File: src/rtl/cpu_reg_package.sv
// Shared types for the rv32 bus arbiter.
// Ownership states and read-latency limit.
package cpu_reg_package;

  typedef enum logic [1:0] {
    CPU_OWN,
    HALT_WAIT,
    EXT_OWN,
    DRAIN
  } arb_state_t;

  localparam int ArbReadLatencyMax = 4;

endpackage

File: src/rtl/rd_pending_pipe.sv
// Tracks in-flight external reads and returns
// their data one cycle after the bus delivers it.
module rd_pending_pipe #(
  parameter int ReadLatency = 1,
  parameter int data_width  = 32
) (
  input  logic                  clk_i,
  input  logic                  reset_i,
  input  logic                  accept,
  input  logic [data_width-1:0] bus_rdata_i,
  output logic                  ext_rvalid_o,
  output logic [data_width-1:0] ext_rdata_o,
  output logic                  empty
);

  logic [ReadLatency-1:0] inflight;

  always_ff @(posedge clk_i or posedge reset_i) begin
    if (reset_i) begin
      inflight     <= '0;
      ext_rvalid_o <= 1'b0;
      ext_rdata_o  <= '0;
    end else begin
      inflight[0] <= accept;
      for (int i = 1; i < ReadLatency; i++) begin
        inflight[i] <= inflight[i-1];
      end
      ext_rvalid_o <= inflight[ReadLatency-1];
      if (inflight[ReadLatency-1]) begin
        ext_rdata_o <= bus_rdata_i;
      end
    end
  end

  assign empty = ~|inflight;

endmodule

File: src/rtl/bus_arbiter_rv32.sv
// Shares the core bus with one external master by
// halting the core, then granting bounded ownership.
module bus_arbiter_rv32
  import cpu_reg_package::*;
#(
  parameter int address_width    = 32,
  parameter int data_width       = 32,
  parameter int ReadLatency      = 1,
  parameter int HaltSettleCycles = 1,
  parameter int MaxGrantCycles   = 256,
  parameter int CpuMinCycles     = 16
) (
  input  logic                     clk_i,
  input  logic                     reset_i,
  input  logic [address_width-1:0] cpu_address_i,
  input  logic [data_width-1:0]    cpu_data_i,
  input  logic                     cpu_we_i,
  input  logic [3:0]               cpu_we_ram_i,
  output logic                     cpu_halt_o,
  input  logic                     ext_req_i,
  output logic                     ext_gnt_o,
  input  logic                     ext_valid_i,
  input  logic [address_width-1:0] ext_address_i,
  input  logic [data_width-1:0]    ext_data_i,
  input  logic                     ext_we_i,
  input  logic [3:0]               ext_we_ram_i,
  output logic [data_width-1:0]    ext_rdata_o,
  output logic                     ext_rvalid_o,
  input  logic [data_width-1:0]    bus_rdata_i,
  output logic [address_width-1:0] bus_address_o,
  output logic [data_width-1:0]    bus_data_o,
  output logic                     bus_we_o,
  output logic [3:0]               bus_we_ram_o
);

  localparam int RL =
    (ReadLatency < 1) ? 1 :
    (ReadLatency > ArbReadLatencyMax) ? ArbReadLatencyMax :
    ReadLatency;
  localparam int OW = $clog2(CpuMinCycles + 2);
  localparam int GW =
    (MaxGrantCycles > 1) ? $clog2(MaxGrantCycles) : 1;

  arb_state_t    state;
  arb_state_t    state_nxt;
  logic [OW-1:0] own_cnt;
  logic [GW-1:0] grant_cnt;
  logic [3:0]    halt_cnt;
  logic          own_done;
  logic          settle_done;
  logic          grant_done;
  logic          accept;
  logic          empty;

  // own_cnt excludes the current cycle, hence the -1
  assign own_done =
    (CpuMinCycles == 0) ||
    (own_cnt >= OW'(CpuMinCycles - 1));
  assign settle_done =
    (halt_cnt == 4'(HaltSettleCycles - 1));
  assign grant_done =
    (MaxGrantCycles != 0) &&
    (grant_cnt == GW'(MaxGrantCycles - 1));
  assign accept = ext_gnt_o & ext_valid_i & ~ext_we_i;

  always_ff @(posedge clk_i or posedge reset_i) begin
    if (reset_i) begin
      state <= CPU_OWN;
    end else begin
      state <= state_nxt;
    end
  end

  always_ff @(posedge clk_i or posedge reset_i) begin
    if (reset_i) begin
      own_cnt   <= '0;
      grant_cnt <= '0;
      halt_cnt  <= '0;
    end else begin
      if (state == DRAIN && state_nxt == CPU_OWN) begin
        own_cnt <= '0;
      end else if (state == CPU_OWN &&
                   own_cnt != OW'(CpuMinCycles)) begin
        own_cnt <= own_cnt + 1'b1;
      end
      halt_cnt  <= (state == HALT_WAIT) ?
                   halt_cnt + 1'b1 : '0;
      grant_cnt <= (state == EXT_OWN) ?
                   grant_cnt + 1'b1 : '0;
    end
  end

  always_comb begin
    state_nxt = state;
    unique case (state)
      CPU_OWN: begin
        if (ext_req_i && own_done) state_nxt = HALT_WAIT;
      end
      HALT_WAIT: begin
        if (!ext_req_i)       state_nxt = CPU_OWN;
        else if (settle_done) state_nxt = EXT_OWN;
      end
      EXT_OWN: begin
        if (!ext_req_i || grant_done) state_nxt = DRAIN;
      end
      DRAIN: begin
        if (empty) state_nxt = CPU_OWN;
      end
      default: state_nxt = CPU_OWN;
    endcase
  end

  always_comb begin
    cpu_halt_o    = (state != CPU_OWN);
    ext_gnt_o     = (state == EXT_OWN);
    bus_address_o = cpu_address_i;
    bus_data_o    = cpu_data_i;
    bus_we_o      = 1'b0;
    bus_we_ram_o  = 4'h0;
    unique case (state)
      CPU_OWN: begin
        bus_we_o     = cpu_we_i;
        bus_we_ram_o = cpu_we_ram_i;
      end
      EXT_OWN: begin
        bus_address_o = ext_address_i;
        bus_data_o    = ext_data_i;
        bus_we_o      = ext_valid_i & ext_we_i;
        bus_we_ram_o  = ext_valid_i ? ext_we_ram_i : 4'h0;
      end
      default: begin
        bus_we_o     = 1'b0;
        bus_we_ram_o = 4'h0;
      end
    endcase
  end

  rd_pending_pipe #(
    .ReadLatency (RL),
    .data_width  (data_width)
  ) u_rd_pipe (
    .clk_i        (clk_i),
    .reset_i      (reset_i),
    .accept       (accept),
    .bus_rdata_i  (bus_rdata_i),
    .ext_rvalid_o (ext_rvalid_o),
    .ext_rdata_o  (ext_rdata_o),
    .empty        (empty)
  );

endmodule
File: config.mk
export PLATFORM = sky130hd
export DESIGN_NAME = bus_arbiter_rv32
export DESIGN_NICKNAME = d
export VERILOG_FILES = /design/src/rtl/cpu_reg_package.sv /design/src/rtl/rd_pending_pipe.sv /design/src/rtl/bus_arbiter_rv32.sv
export SDC_FILE = /design/constraint.sdc
export NUM_CORES = 1
export LEC_CHECK = 0
export CAP_MARGIN = 10
export CORE_AREA = 2 2 109 111
export DETAILED_ROUTE_END_ITERATION = 8
export DIE_AREA = 0 0 111 113
export PLACE_DENSITY = 0.73
export SLEW_MARGIN = 0
export SYNTH_ARGS = -nofsm -noshare
export SYNTH_HDL_FRONTEND = slang
export SYNTH_HIERARCHICAL = 1
export SYNTH_SLANG_ARGS = --single-unit
export TNS_END_PERCENT = 20
File: constraint.sdc
create_clock -name clk_i -period 1.76 [get_ports clk_i]
set_clock_uncertainty 0.1 [all_clocks]
set_input_delay 0.352 -clock clk_i [delete_from_list [all_inputs] [get_ports clk_i]]
set_output_delay 0.352 -clock clk_i [all_outputs]
set_load 0.01 [all_outputs]
# Word level (Yosys, flattened, before mapping)
# Cells that the tools add are included.
word_totals:
  ff_bits: 53
  in_bits: 174
classes:
  n_eq_ne: 5
  n_addsub: 3
  n_bitwise: 4
  mux: 15
  order_cmp: 1
  reduce_logical: 10
op_table:
  columns: ["op", "count"]
  rows:
  - ["two-way mux 32 bit", 2]
  - ["two-way mux 2 bit", 5]
  - ["two-way mux 5 bit", 2]
  - ["adder 8 x 1 -> 8 bit, second input constant", 1]
  - ["== test 8 bit, second input constant", 1]
  - ["two-way mux 4 bit", 2]
  - ["two-way mux 8 bit", 1]
  - ["one-hot mux 2 bit (4 select lines)", 1]
  - ["one-hot mux 4 bit (2 select lines)", 1]
  - ["adder 5 x 1 -> 5 bit, second input constant", 1]
  - [">= comparator 5 x 4 -> 1 bit, second input constant", 1]
  - ["!= test 5 bit, second input constant", 1]
  - ["adder 4 x 1 -> 4 bit, second input constant", 1]
  - ["== test 2 bit, second input constant", 2]
  - ["logical NOT 2 bit", 2]
  - ["logical NOT 4 bit", 1]
  - ["nonzero test 2 bit", 2]
  - ["bitwise AND 1 bit", 3]
  - ["logical AND 1 bit", 3]
  - ["== test 2 x 1 -> 1 bit, second input constant", 1]
  - ["one-hot mux 1 bit (2 select lines)", 1]
  - ["logical NOT 1 bit", 1]
  - ["logical OR 1 bit", 1]
  - ["inverter 1 bit", 1]

# Longest topological paths before layout
logic_depth:
  word_depth: 7
  ltp_mapped: 8

# Cells and area by module
# Netlist, hierarchy kept.
by_module_without_submodules:
  columns: ["module", "area_each_um2", "cells_per_inst", "n_inst", "seq_area_each_um2"]
  rows:
  - ["bus_arbiter_rv32", 1885.6, 324, 1, 475.5]
  - ["rd_pending_pipe", 1398.8, 72, 1, 850.8]

# Least setup slack after synthesis
# OpenSTA, ideal clock, no wires.
synth_timing:
  path_type: "register -> output"
  start: "reg state[0]"
  end: "out bus_address_o[23]"
  stages_incl_launch_ff: 8
  t_required_ns: 1.308
  arrival_time_ns: 1.191
  setup_slack_ns: 0.117
  cell_sequence: "dfrtp_1 -> nand2b_1 -> buf_4 -> inv_2 -> buf_4 -> buf_4 -> nand2_1 -> nand2_1"
synth_between:
  elab_chain_cells: 2
synth_lines:
  columns: ["item", "line", "rtl"]
  rows:
  - ["start: declaration", "bus_arbiter_rv32.sv:44", "arb_state_t state;"]
  - ["start signal: assignment", "bus_arbiter_rv32.sv:70", "state <= state_nxt;"]
  - ["== test 2 bit", "bus_arbiter_rv32.sv:120", "unique case (state)"]
  - ["two-way mux 32 bit", "bus_arbiter_rv32.sv:120", null]
  - ["end: declaration", "bus_arbiter_rv32.sv:30", "output logic [address_width-1:0] bus_address_o,"]
# Every way passes these cells.

# Final worst setup path
layout_timing:
  start: "reg state[0]"
  end: "out bus_data_o[6]"
layout_between:
  elab_chain_cells: 2
layout_lines:
  columns: ["item", "line", "rtl"]
  rows:
  - ["== test 2 bit", "bus_arbiter_rv32.sv:120", null]
  - ["two-way mux 32 bit", "bus_arbiter_rv32.sv:120", null]
  - ["end: declaration", "bus_arbiter_rv32.sv:31", "output logic [data_width-1:0] bus_data_o,"]
# Every way passes these cells.

==> flow_metrics.tcl <==
set metrics [dict create \
    antenna_found_initial 0 \
    cts_root_buf "clkbuf_16" \
    maxCapViolations 0 \
    wl_met3_um 936 \
    layout_min_cycle_time_ps 1940 \
    diodes 0 \
    port_buffers 277 \
    grtUsageTotal_pct 19.2 \
    cp-end-kind "primary output" \
    synth_edf_count 0 \
    final_common_cell "clkdlybuf4s50_1" \
    synth_nets 576 \
    cts_hold_buffers 0 \
    relSlewSlack_pct 73.0 \
    path_class "reg -> out" \
    start_util_pct 29.1 \
    drc 0 \
    die_w_um 111 \
    final_area_mm2 0.00668 \
    wl_met2_um 6630 \
    fp.dieH_um 113 \
    cts_htree_levels 2 \
    grt_pass1_wl_um 19600 \
    yosys-top-cells-area "dfrtp_1 40%, nand2_1 23%, mux2_4 13%, ha_1 2.3%, nand3_1 2.1%" \
    clockBufferDepth 2 \
    r2r-start "halt_cnt[0]" \
    final_cell_mix "205 x clkdlybuf4s50_1, 149 x nand2_1, 52 x dfrtp_1" \
    drive_above_1_share_pct 29.5 \
    syn_area_mm2 0.00328 \
    dp_hpwl_um 9770 \
    startpoint_type "register" \
    fmax_mhz 515 \
    setup_tns_ps -7170 \
    vias_per_cell 4.52 \
    p_leak_uw 0.00319 \
    via_count 3789 \
    wl_met1_um 4910 \
    synth.largest_area_cell "dfrtp_1" \
    rows 39 \
    grt_max_degree 35 \
    ant_nets 0 \
    avgSynthCellArea_um2 8.29 \
    grt-ovfl-total 0 \
    netlist.area_leader.share_pct 40.4 \
    rsz0062_at_grt "yes" \
    cp_data_arrival_time_ps 1490 \
    outcome "finished, violations left" \
    ir_worst_vdd_v 0.000718 \
    synth_cells 396 \
    powerDensity_mw_per_mm2 1490 \
    slew_viol_final 0 \
    ys.warnings.count 6 \
    cts_tree "yes" \
    hold_ws_ps 309 \
    finalWorstSetupSlack_ps -181 \
    violations "negative setup slack" \
    synthToLayoutAreaGrowth_pct 103 \
    setup_viol_count_final 65 \
    wire_per_inst_um 15.1 \
    core_area_mm2 0.0113 \
    place_area_mm2 0.00629 \
    numCtsBuffers 5 \
    maxUsedRoutingLayer "met4" \
    drt_pass1_iterations 4 \
    drt_iter0_markers 183 \
    hold_class "in -> async" \
    dieArea_mm2 0.0125 \
    synth_seq_cells 53 \
    async_flop_share_pct 100 \
    crit_required_ps 1310 \
    worst-r2r-cell-count 5 \
    wirelength_um 12600 \
    rrSetupSlack_ps 180 \
    cts_sinks 53 \
    hold_viol 0 \
    clk_pin_slew_ps 70 \
    synth_ff_type "dfrtp_1" \
    rr_endpoint "state[0]" \
    pin_count 278 \
    crit_path_max_fanout 8 \
    worstSkewPairLatency_ps 290 \
    grt_pass1_vias 3875 \
    ys_types 37 \
    worst_pin_slew_ps 400 \
    final_nets 875 \
    yosysSeqAreaShare_pct 40.4 \
    routabilityCongestion 0.935 \
    post-route-util_pct 59.2 \
    period_share_pct 110 \
]
metrics by stage:
stage / total power (uW) / std cells / setup slack (ps)
after floorplan: 4960 / 396 / 117
after global placement: 8230 / 817 / -384
after detailed placement: 8320 / 817 / -439
after CTS: 9680 / 839 / -232
after global routing: 10600 / 839 / -245
final: 9940 / 839 / -181
Yosys cell counts, drive strengths merged, types with 2 or more instances:
library cell and instances:
nand2 198, dfrtp 53, mux2 33, buf 19, nand3 14, a21oi 11, inv 11, nor2 10
nand2b 8, ha 6, o21ai 6, clkbuf 3, or3 3, xor2 3, and3 2, nor4bb 2
xnor2 2
critical path, cell delays in order (launching register included):
cell	delay, ps
dfrtp_1	370
nand2b_4	180
buf_8	160
buf_6	120
buf_8	130
nand2_2	70
nand2_2	50
buf_6	110
where the power goes:
group / total (uW) / switching [uW] / internal, uW / leakage (uW)
sequential: 2030 / 322 / 1700 / 0.000662
clock: 947 / 419 / 528 / 0.0000631
combinational: 6970 / 3090 / 3870 / 0.00246
total: 9940 / 3830 / 6110 / 0.00319
cell families (layout without fill, tap and decap cells):
group	count (synthesis)	after routing	synth area share (%)
mux	34	34	14.9
compound gates	23	23	4.00
xor+xnor	5	5	1.33
flops	53	53	40.4
simple gates	242	242	30.4
fa+ha+maj	6	6	2.29
buf+inv	33	333	6.63
final cells by class:
class / instances / area (um2)
inverters: 11 / 48.8
clock buffers: 6 / 129
fillers: 972 / 4600
repair buffers: 314 / 3040
multi-input cells: 310 / 1930
well taps: 143 / 179
clock inverters: 2 / 15.0
flip-flops and latches: 53 / 1330
sequential cells by signal (all words and copies together), names as in the netlist:
register,flops
u_rd_pipe/ext_rdata_o,32
grant_cnt,8
own_cnt,5
halt_cnt,4
state,2
u_rd_pipe/ext_rvalid_o,1
u_rd_pipe/inflight,1
how the worst max path moves through the flow:
stage / from / to / slack [ps] / depth (start not counted)
global placement: ext_valid_i / bus_we_ram_o[0] / -380 / 4
finish: state[0] / bus_data_o[6] / -180 / 7
global route: state[0] / bus_data_o[4] / -250 / 7
CTS: state[1] / bus_address_o[8] / -230 / 8
detailed placement: ext_valid_i / bus_we_ram_o[0] / -440 / 4
floorplan: state[0] / bus_address_o[23] / 120 / 7
routing by layer:
metal / vias up / GRT usage [%]
met1: 1756 / 22.8
met3: 13 / 5.03
met2: 153 / 35.6
met4: 0 / 3.42
li1: 1867 / -
met5: - / 0
what timing repair did:
action                                  4_1_cts  5_1_grt
endpoints found under the setup margin       71       69
cloned                                        4        0
pin swaps                                    24       16
setup buffers                                10        1
gates resized for setup                     349       50
Power figures use the tool's default switching activity.
